--- src/rtl/layer_wr_pkg.sv ---
// Shared canvas defaults, colour constant and scheduler state encoding for the layer write scheduler.
package layer_wr_pkg;

  localparam int DEF_CANVAS_W = 160;
  localparam int DEF_CANVAS_H = 120;
  localparam int DEF_AW       = 15;

  localparam logic [2:0] WHITE = 3'b111;

  typedef enum logic [2:0] {
    ST_IDLE,
    ST_PT1,
    ST_PT2,
    ST_DRAW,
    ST_CLEAR
  } sched_state_e;

  function automatic logic [1:0] led_code(input sched_state_e s);
    case (s)
      ST_PT1:  return 2'b01;
      ST_PT2:  return 2'b10;
      ST_DRAW: return 2'b11;
      default: return 2'b00;
    endcase
  endfunction

endpackage

--- src/rtl/rect_walker.sv ---
// Bounding-box raster walker: normalises two corners, steps x inner / y outer, flags pixels to write.
// RECT_FILL_EN defined: every pixel in the box is written; otherwise only the border.
module rect_walker
  import layer_wr_pkg::*;
(
  input  logic       clk,
  input  logic       reset,
  input  logic       start,
  input  logic       step,
  input  logic [7:0] ax,
  input  logic [6:0] ay,
  input  logic [7:0] bx,
  input  logic [6:0] by,
  output logic [7:0] x,
  output logic [6:0] y,
  output logic       pix_wr,
  output logic       done
);

  logic [7:0] xmin, xmax;
  logic [6:0] ymin, ymax;

  always_ff @(posedge clk) begin
    if (reset) begin
      xmin <= '0;
      xmax <= '0;
      ymin <= '0;
      ymax <= '0;
      x    <= '0;
      y    <= '0;
    end else if (start) begin
      xmin <= (ax < bx) ? ax : bx;
      xmax <= (ax < bx) ? bx : ax;
      ymin <= (ay < by) ? ay : by;
      ymax <= (ay < by) ? by : ay;
      x    <= (ax < bx) ? ax : bx;
      y    <= (ay < by) ? ay : by;
    end else if (step) begin
      if (x == xmax) begin
        x <= xmin;
        y <= y + 7'd1;
      end else begin
        x <= x + 8'd1;
      end
    end
  end

  assign done = (x == xmax) && (y == ymax);

`ifdef RECT_FILL_EN
  assign pix_wr = 1'b1;
`else
  assign pix_wr = (x == xmin) || (x == xmax) || (y == ymin) || (y == ymax);
`endif

endmodule

--- src/rtl/layer_wr_sched.sv ---
// Arbitrates layer-memory writes: CLEAR sweep > rectangle DRAW > brush pixel; writes hold while wr_ready=0.
// Comb outputs from registered state, one write per accepted cycle; RECT_FILL_EN selects filled rectangles.
module layer_wr_sched
  import layer_wr_pkg::*;
#(
  parameter int CANVAS_W = DEF_CANVAS_W,
  parameter int CANVAS_H = DEF_CANVAS_H,
  parameter int AW       = DEF_AW
) (
  input  logic          clk_100MHz,
  input  logic          reset,
  input  logic [7:0]    cursor_x,
  input  logic [6:0]    cursor_y,
  input  logic          record_rect_pt,
  input  logic          draw_rectangle,
  input  logic [2:0]    color,
  input  logic          eraser,
  input  logic [2:0]    layer_en,
  input  logic          brush_req,
  input  logic [7:0]    brush_x,
  input  logic [6:0]    brush_y,
  output logic          brush_ack,
  output logic          wr_en,
  output logic [2:0]    wr_layer,
  output logic [AW-1:0] wr_addr,
  output logic [2:0]    wr_data,
  input  logic          wr_ready,
  output logic [1:0]    rect_state_led,
  output logic          busy
);

  localparam int NPIX = CANVAS_W * CANVAS_H;

  sched_state_e state_q, state_d;

  logic          rrp_q, dr_q;
  logic          rrp_rise, rrp_fall, dr_rise;
  logic [7:0]    p1x, p2x;
  logic [6:0]    p1y, p2y;
  logic [2:0]    col_q, lay_q;
  logic          ers_q;
  logic [AW-1:0] clr_cnt;
  logic          clr_last;
  logic [7:0]    walk_x;
  logic [6:0]    walk_y;
  logic          walk_pix, walk_done, walk_start, walk_step, draw_wr;
  logic          brush_bad;

  assign rrp_rise   = record_rect_pt & ~rrp_q;
  assign rrp_fall   = ~record_rect_pt & rrp_q;
  assign dr_rise    = draw_rectangle & ~dr_q;
  assign clr_last   = (clr_cnt == AW'(NPIX - 1));
  assign draw_wr    = walk_pix && (lay_q != 3'b000);
  assign walk_start = (state_q == ST_PT2) && dr_rise;
  // Interior (or masked-off) positions never wait on the memory.
  assign walk_step  = (state_q == ST_DRAW) && (!draw_wr || wr_ready);
  assign brush_bad  = (layer_en == 3'b000) || (int'(brush_x) >= CANVAS_W) ||
                      (int'(brush_y) >= CANVAS_H);

  rect_walker u_walker (
    .clk    (clk_100MHz),
    .reset  (reset),
    .start  (walk_start),
    .step   (walk_step),
    .ax     (p1x),
    .ay     (p1y),
    .bx     (p2x),
    .by     (p2y),
    .x      (walk_x),
    .y      (walk_y),
    .pix_wr (walk_pix),
    .done   (walk_done)
  );

  always_ff @(posedge clk_100MHz) begin
    if (reset) state_q <= ST_CLEAR;
    else       state_q <= state_d;
  end

  always_ff @(posedge clk_100MHz) begin
    if (reset) begin
      rrp_q   <= 1'b0;
      dr_q    <= 1'b0;
      p1x     <= '0;
      p1y     <= '0;
      p2x     <= '0;
      p2y     <= '0;
      col_q   <= '0;
      lay_q   <= '0;
      ers_q   <= 1'b0;
      clr_cnt <= '0;
    end else begin
      rrp_q <= record_rect_pt;
      dr_q  <= draw_rectangle;
      if (state_q == ST_IDLE && rrp_rise) begin
        p1x <= cursor_x;
        p1y <= cursor_y;
      end
      if (state_q == ST_PT1 && rrp_fall) begin
        p2x <= cursor_x;
        p2y <= cursor_y;
      end
      if (walk_start) begin
        col_q <= color;
        lay_q <= layer_en;
        ers_q <= eraser;
      end
      if (state_q == ST_CLEAR && wr_ready)
        clr_cnt <= clr_last ? '0 : clr_cnt + AW'(1);
    end
  end

  always_comb begin
    state_d = state_q;
    case (state_q)
      ST_IDLE:  if (rrp_rise) state_d = ST_PT1;
      ST_PT1:   if (rrp_fall) state_d = ST_PT2;
      ST_PT2:   if (dr_rise) state_d = ST_DRAW;
      ST_DRAW:  if (walk_step && walk_done) state_d = ST_IDLE;
      ST_CLEAR: if (wr_ready && clr_last) state_d = ST_IDLE;
      default:  state_d = ST_IDLE;
    endcase
  end

  always_comb begin
    wr_en          = 1'b0;
    wr_layer       = 3'b000;
    wr_addr        = '0;
    wr_data        = 3'b000;
    brush_ack      = 1'b0;
    busy           = !reset && (state_q == ST_CLEAR || state_q == ST_DRAW);
    rect_state_led = reset ? 2'b00 : led_code(state_q);
    if (!reset) begin
      case (state_q)
        ST_CLEAR: begin
          wr_en    = 1'b1;
          wr_layer = 3'b111;
          wr_data  = WHITE;
          wr_addr  = clr_cnt;
        end
        ST_DRAW: begin
          wr_en    = draw_wr;
          wr_layer = lay_q;
          wr_data  = ers_q ? WHITE : col_q;
          wr_addr  = AW'(int'(walk_y) * CANVAS_W + int'(walk_x));
        end
        default: begin
          if (brush_req) begin
            if (brush_bad) begin
              brush_ack = 1'b1;
            end else begin
              wr_en     = 1'b1;
              wr_layer  = layer_en;
              wr_data   = eraser ? WHITE : color;
              wr_addr   = AW'(int'(brush_y) * CANVAS_W + int'(brush_x));
              brush_ack = wr_ready;
            end
          end
        end
      endcase
    end
  end

endmodule

--- config.mk ---
export PLATFORM = sky130hd
export DESIGN_NAME = layer_wr_sched
export DESIGN_NICKNAME = d
export VERILOG_FILES = /design/src/rtl/layer_wr_pkg.sv /design/src/rtl/rect_walker.sv /design/src/rtl/layer_wr_sched.sv
export SDC_FILE = /design/constraint.sdc
export NUM_CORES = 1
export LEC_CHECK = 0
export CAP_MARGIN = 20
export CORE_UTILIZATION = 30
export CTS_BUF_LIST = sky130_fd_sc_hd__clkbuf_8
export DETAILED_ROUTE_END_ITERATION = 10
export GPL_TIMING_DRIVEN = 1
export PLACE_DENSITY = 0.49
export SYNTH_ARGS = -nofsm -noshare
export SYNTH_HDL_FRONTEND = slang
export SYNTH_SLANG_ARGS = --single-unit
--- constraint.sdc ---
create_clock -name clk_100MHz -period 4.96 [get_ports clk_100MHz]
set_clock_uncertainty 0.15 [all_clocks]
set_input_delay 1.24 -clock clk_100MHz [delete_from_list [all_inputs] [get_ports clk_100MHz]]
set_output_delay 1.24 -clock clk_100MHz [all_outputs]
set_load 0.02 [all_outputs]
# Word-level counts from Yosys, hierarchy flattened

Cells that the tools add are included.

Bits in registers: 102
Logic and storage cells: 116
Bits of input ports: 43
Output and inout bits: 26

$mul: 2
Muxes and demuxes: 41
Order comparisons: 4
Reduce and logical (&&, ||, !) cells: 27
Equal/unequal tests: 14
Bitwise logic cells: 6
Add/subtract/negate cells: 5

Operators with widths:

| operator                                                            | count |
|---|---|
| 15-bit two-way mux                                                  | 4 |
| 8-bit two-way mux                                                   | 5 |
| 3-bit two-way mux                                                   | 13 |
| 7-bit two-way mux                                                   | 5 |
| 15-bit by 8-bit adder with 15-bit output                            | 2 |
| 15-bit case mux with 2 select lines                                 | 1 |
| 7-bit by 3-bit multiplier with 10-bit output, second input constant | 2 |
| 8-bit == test                                                       | 2 |
| 15-bit by 1-bit adder with 15-bit output, second input constant     | 1 |
| 15-bit == test, second input constant                               | 1 |
| 3-bit case mux with 5 select lines                                  | 1 |
| 7-bit == test                                                       | 2 |
| 3-bit case mux with 2 select lines                                  | 2 |
| 1-bit logical AND                                                   | 10 |
| 8-bit by 1-bit adder with 8-bit output, second input constant       | 1 |
| 8-bit >= comparator, second input constant                          | 1 |
| 8-bit less-than comparator                                          | 1 |
| 7-bit by 1-bit adder with 7-bit output, second input constant       | 1 |
| 7-bit >= comparator, second input constant                          | 1 |
| 1-bit logical OR                                                    | 7 |
| 7-bit less-than comparator                                          | 1 |
| 1-bit two-way mux                                                   | 7 |
| 3-bit by 2-bit == test with 1-bit output, second input constant     | 2 |
| 3-bit zero test                                                     | 2 |
| other kinds (15)                                                    | 24 |

# Logic depth before layout (Yosys ltp)

Word-level depth: 11
Mapped depth: 11
Gate-level depth less buffers: 11

# Cells and area by module

A second synthesis with hierarchy kept.

Cells, all modules: 776
Area, all modules: 6616.3 µm²

Modules (own cells, without submodules):

| module         | seq. area each (µm²) | area each (µm²) | cells each | times used |
|---|---|---|---|---|
| layer_wr_sched | 1141.1               | 3674.8          | 425        | 1 |
| rect_walker    | 900.9                | 2941.6          | 351        | 1 |

# Worst setup path before layout

OpenSTA, ideal clock, no wires.

Kind: input-to-output
From: input port brush_y[1]
To: output port wr_addr[12]
Setup slack: 0.031 ns
Stages: 10
Data arrival time: 3.539 ns
Required time: 3.570 ns
Path buffers: 0
Path through: ha_1 > ha_1 > inv_1 > fa_1 > xor2_1 > nor4b_1 > nand2_1 > xnor2_1 > a221oi_1 > a211oi_1

Word-level cells in the longest chain between the ends: 6
Elaborated cells between the ends (all ways): 8
Those cells by class: add/sub (1); mul (1); order compare (1); mux (4); reduce/logical (1)

Ends and longest elaborated chain:

| what                                                                                | RTL line                                    | RTL |
|---|---|---|
| start, declared                                                                     | layer_wr_sched.sv:21                        | `input logic [6:0] brush_y,` |
| 7-bit by 3-bit multiplier with 10-bit output or 7-bit >= comparator (tied branches) | layer_wr_sched.sv:155, layer_wr_sched.sv:58 |  |
| 15-bit by 8-bit adder with 15-bit output or 1-bit logical OR (tied branches)        | layer_wr_sched.sv:155, layer_wr_sched.sv:57 |  |
| 15-bit two-way mux *                                                                | layer_wr_sched.sv:149                       | `if (brush_bad) begin` |
| 15-bit two-way mux *                                                                | layer_wr_sched.sv:148                       | `if (brush_req) begin` |
| 15-bit case mux with 2 select lines *                                               | layer_wr_sched.sv:134                       | `case (state_q)` |
| 15-bit two-way mux *                                                                | layer_wr_sched.sv:133                       | `if (!reset) begin` |
| end, declared                                                                       | layer_wr_sched.sv:25                        | `output logic [AW-1:0] wr_addr,` |

Every way passes the cells marked *; elsewhere a longest branch is shown, timed or not.

# Worst setup path in the final report

From: input port brush_y[3]
To: output port wr_addr[13]

The elaborated chain is that of the path after synthesis.

==> results.json <==
{
  "status": "finished, final reports clean",
  "cellPowerDensity_nw_per_um2": 206.2,
  "syn_area_per_cell_um2": 8.231,
  "grt_pass1_vias": 5346,
  "p_sw_mw": 0.4058,
  "relSlewSlack_pct": 41.50,
  "fmax_mhz": 204.1,
  "synthArstFlopShare_pct": 0,
  "crit_path_end_kind": "primary output",
  "setup_viol": 0,
  "drt-pass1-iter-count": 4,
  "yosysUniqueCellTypes": 63,
  "drc_errors": 0,
  "clkPwrFrac_pct": 36.7,
  "maxCapViolCount": 0,
  "synth_top_area_cell": "dfxtp_1",
  "place_area_um2": 7585,
  "clk_latency_ns": 0.38,
  "ctsHoldBuffers": 0,
  "synth-main-ff-cell": "dfxtp_1",
  "grt_overflow_total": 0,
  "setup_tns_ns": 0,
  "htreeDepth": 3,
  "clock_sinks": 102,
  "drt-initial-drc-count": 190,
  "synth_cells": 781,
  "grt_max_degree": 69,
  "hpwl_um": 12230,
  "rsz0062_at_grt": "true",
  "drive_above_1_share_pct": 13.54,
  "yosys-top-cells-count": "102 x dfxtp_1, 92 x nor2_1, 88 x nand2_1",
  "antenna_cells": 0,
  "cts_tree": "built",
  "start_kind": "input port",
  "synth-warning-count": 0,
  "crit_type": "input port to primary output",
  "wl_um": 16370,
  "row_count": 53,
  "initial_core_util_pct": 30.58,
  "worstPathArrival_ns": 3.51,
  "ios": 69,
  "slew_viol_final": 0,
  "ys_top_cells_by_area": "dfxtp_1 32%, ha_1 8.2%, xor2_1 7.4%",
  "vias": 5478,
  "ant_nets": 0,
  "synth_seq_cells": 102,
  "fillerInstances": 2249,
  "track_usage_pct": 15.41,
  "synth_nets": 870,
  "port_buffers": 68,
  "crit_fanout": 2,
  "p_leak_nw": 3.182,
  "hold_class": "flop to flop",
  "core_um2": 21020,
  "dieWidth_um": 148.4,
  "antenna_found_initial": 0,
  "pwr-share-seq_pct": 50.2,
  "worstMarginPinSlew_ns": 0.8774,
  "nets": 948,
  "cts_buffer_depth": 2,
  "post-route-period-util_pct": 98.78,
  "wl_per_cell_um": 14.37,
  "worstPathRequired_ns": 3.57,
  "path_clk_slew_ns": 0.10,
  "period_needed_ns": 4.900,
  "synth_top_area_share_pct": 31.76,
  "place_congestion": 0.7947,
  "dieArea_um2": 22020,
  "root_buffer": "clkbuf_8",
  "die_h_um": 148.4,
  "fin_area_um2": 7954,
  "grt_pass1_wl_um": 27240,
  "numCtsBuffers": 9,
  "switching_share_pct": 24.74,
  "combPwrFrac_pct": 13.1,
  "yosysMostFrequentCell": "dfxtp_1",
  "max-vdd-ir-drop_mv": 0.1133,
  "netlist_area_um2": 6429,
  "p_int_mw": 1.234,
  "viasPerCell": 4.809,
  "synth-edff-count": 0,
  "synth-seq-area-share_pct": 31.76,
  "hold_viol_final": 0,
  "synthToLayoutAreaGrowth_pct": 23.73
}
## per-stage QoR
step / util [%] / power (mW) / worst slack (ns) / hold slack (ns) / instances
finish: 37.84 / 1.640 / 0.06035 / 0.3124 / 1139
global route: 37.84 / 1.719 / -0.09545 / 0.3413 / 1139
CTS: 37.69 / 1.659 / -0.03224 / 0.3164 / 1138
detailed placement: 36.08 / 1.028 / -1.034 / 0.3012 / 1122
global placement: 36.08 / 1.029 / -0.9543 / 0.2922 / 1122
floorplan: - / 0.9298 / 0.03067 / 0.2824 / 781
## state kept, by name (all words and copies together), names as in the netlist, 8 cells and up
name and count:
clr_cnt 15, p1x 8, p2x 8, u_walker.x 8, u_walker.xmax 8, u_walker.xmin 8
## cell type report
class                           instances  area [um2]  share of cell area (%)
Sequential cell                       102        2042                   25.67
Timing Repair Buffer                  115        1012                   12.73
Multi-Input combinational cell        605        4235                   53.25
Inverter                               26       97.59                   1.227
Clock buffer                           10       137.6                   1.730
Tap cell                              275       344.1                   4.326
Clock inverter                          6       85.08                   1.070
## critical path: stages
cell and delay, ns:
buf_8 0.10, ha_4 0.26, ha_4 0.13, inv_2 0.03
fa_2 0.36, xor2_2 0.17, buf_4 0.15, nor3_4 0.19
nand4_1 0.11, xnor2_1 0.18, a221oi_1 0.09, a211oi_1 0.27
buf_2 0.22
## power groups by stage
stage,Sequential [mW],Combinational [mW],Clock (mW)
2_1_floorplan,0.842,0.0881,0
3_3_place_gp,0.842,0.187,0
3_5_place_dp,0.842,0.186,0
4_1_cts,0.823,0.208,0.628
5_1_grt,0.824,0.234,0.661
6_report,0.823,0.215,0.602
## cells in the final DEF, fill, tap and decap left out, types with 6 or more instances in the layout
| master | synthesis | final |
|---|---|---|
| a22oi_1 | 8 | 8 |
| nand4_1 | 9 | 9 |
| a21o_1 | 8 | 7 |
| ha_4 | 0 | 7 |
| nand3_1 | 21 | 21 |
| a21oi_1 | 68 | 68 |
| mux2i_1 | 34 | 34 |
| dfxtp_1 | 102 | 102 |
| buf_4 | 5 | 48 |
| ha_1 | 42 | 34 |
| o21a_1 | 13 | 13 |
| xnor2_1 | 19 | 18 |
| nand2_1 | 88 | 88 |
| clkbuf_8 | 0 | 10 |
| nor3_1 | 9 | 8 |
| inv_1 | 26 | 25 |
| xor2_1 | 54 | 53 |
| o22ai_1 | 6 | 6 |
| a211oi_1 | 24 | 22 |
| and3_1 | 7 | 6 |
| clkdlybuf4s50_1 | 0 | 51 |
| nor2_1 | 92 | 92 |
| o311a_1 | 6 | 6 |
| a21boi_0 | 6 | 6 |
| o21ai_0 | 17 | 15 |
| nor2b_1 | 6 | 6 |
## metal layers
| metal | up-vias | wire length, um | GRT usage [%] |
|---|---|---|---|
| met2 | 98 | 7117 | 24.58 |
| li1 | 2893 | - | - |
| met4 | 0 | 134 | 4.021 |
| met1 | 2477 | 8445 | 21.42 |
| met5 | - | 0 | 0 |
| met3 | 10 | 675 | 2.515 |
## path summary, 6_finish.rpt
kind	start	end	slack, ns	cells after the start
worst max-delay path	brush_y[3]	wr_addr[13]	0.06	13
worst min-delay path	ers_q	ers_q	0.31	2
worst max register to register	p2x[5]	u_walker.x[1]	2.23	8
worst min register to register	ers_q	ers_q	0.31	2
## what timing repair did
item,in CTS,in global routing
gates resized for setup,61,24
buffers inserted,0,1
endpoints found under the setup margin,9,13
pin swaps,15,16
## cell families after synthesis
| family | count (synthesis) | share of synthesized area [%] |
|---|---|---|
| flops | 102 | 31.76 |
| mux | 36 | 5.644 |
| fa+ha+maj | 46 | 9.420 |
| buf+inv | 74 | 5.080 |
| xor+xnor | 73 | 9.945 |
| compound gates | 181 | 18.28 |
| simple gates | 269 | 19.87 |
(Power assumes the default switching activity.)
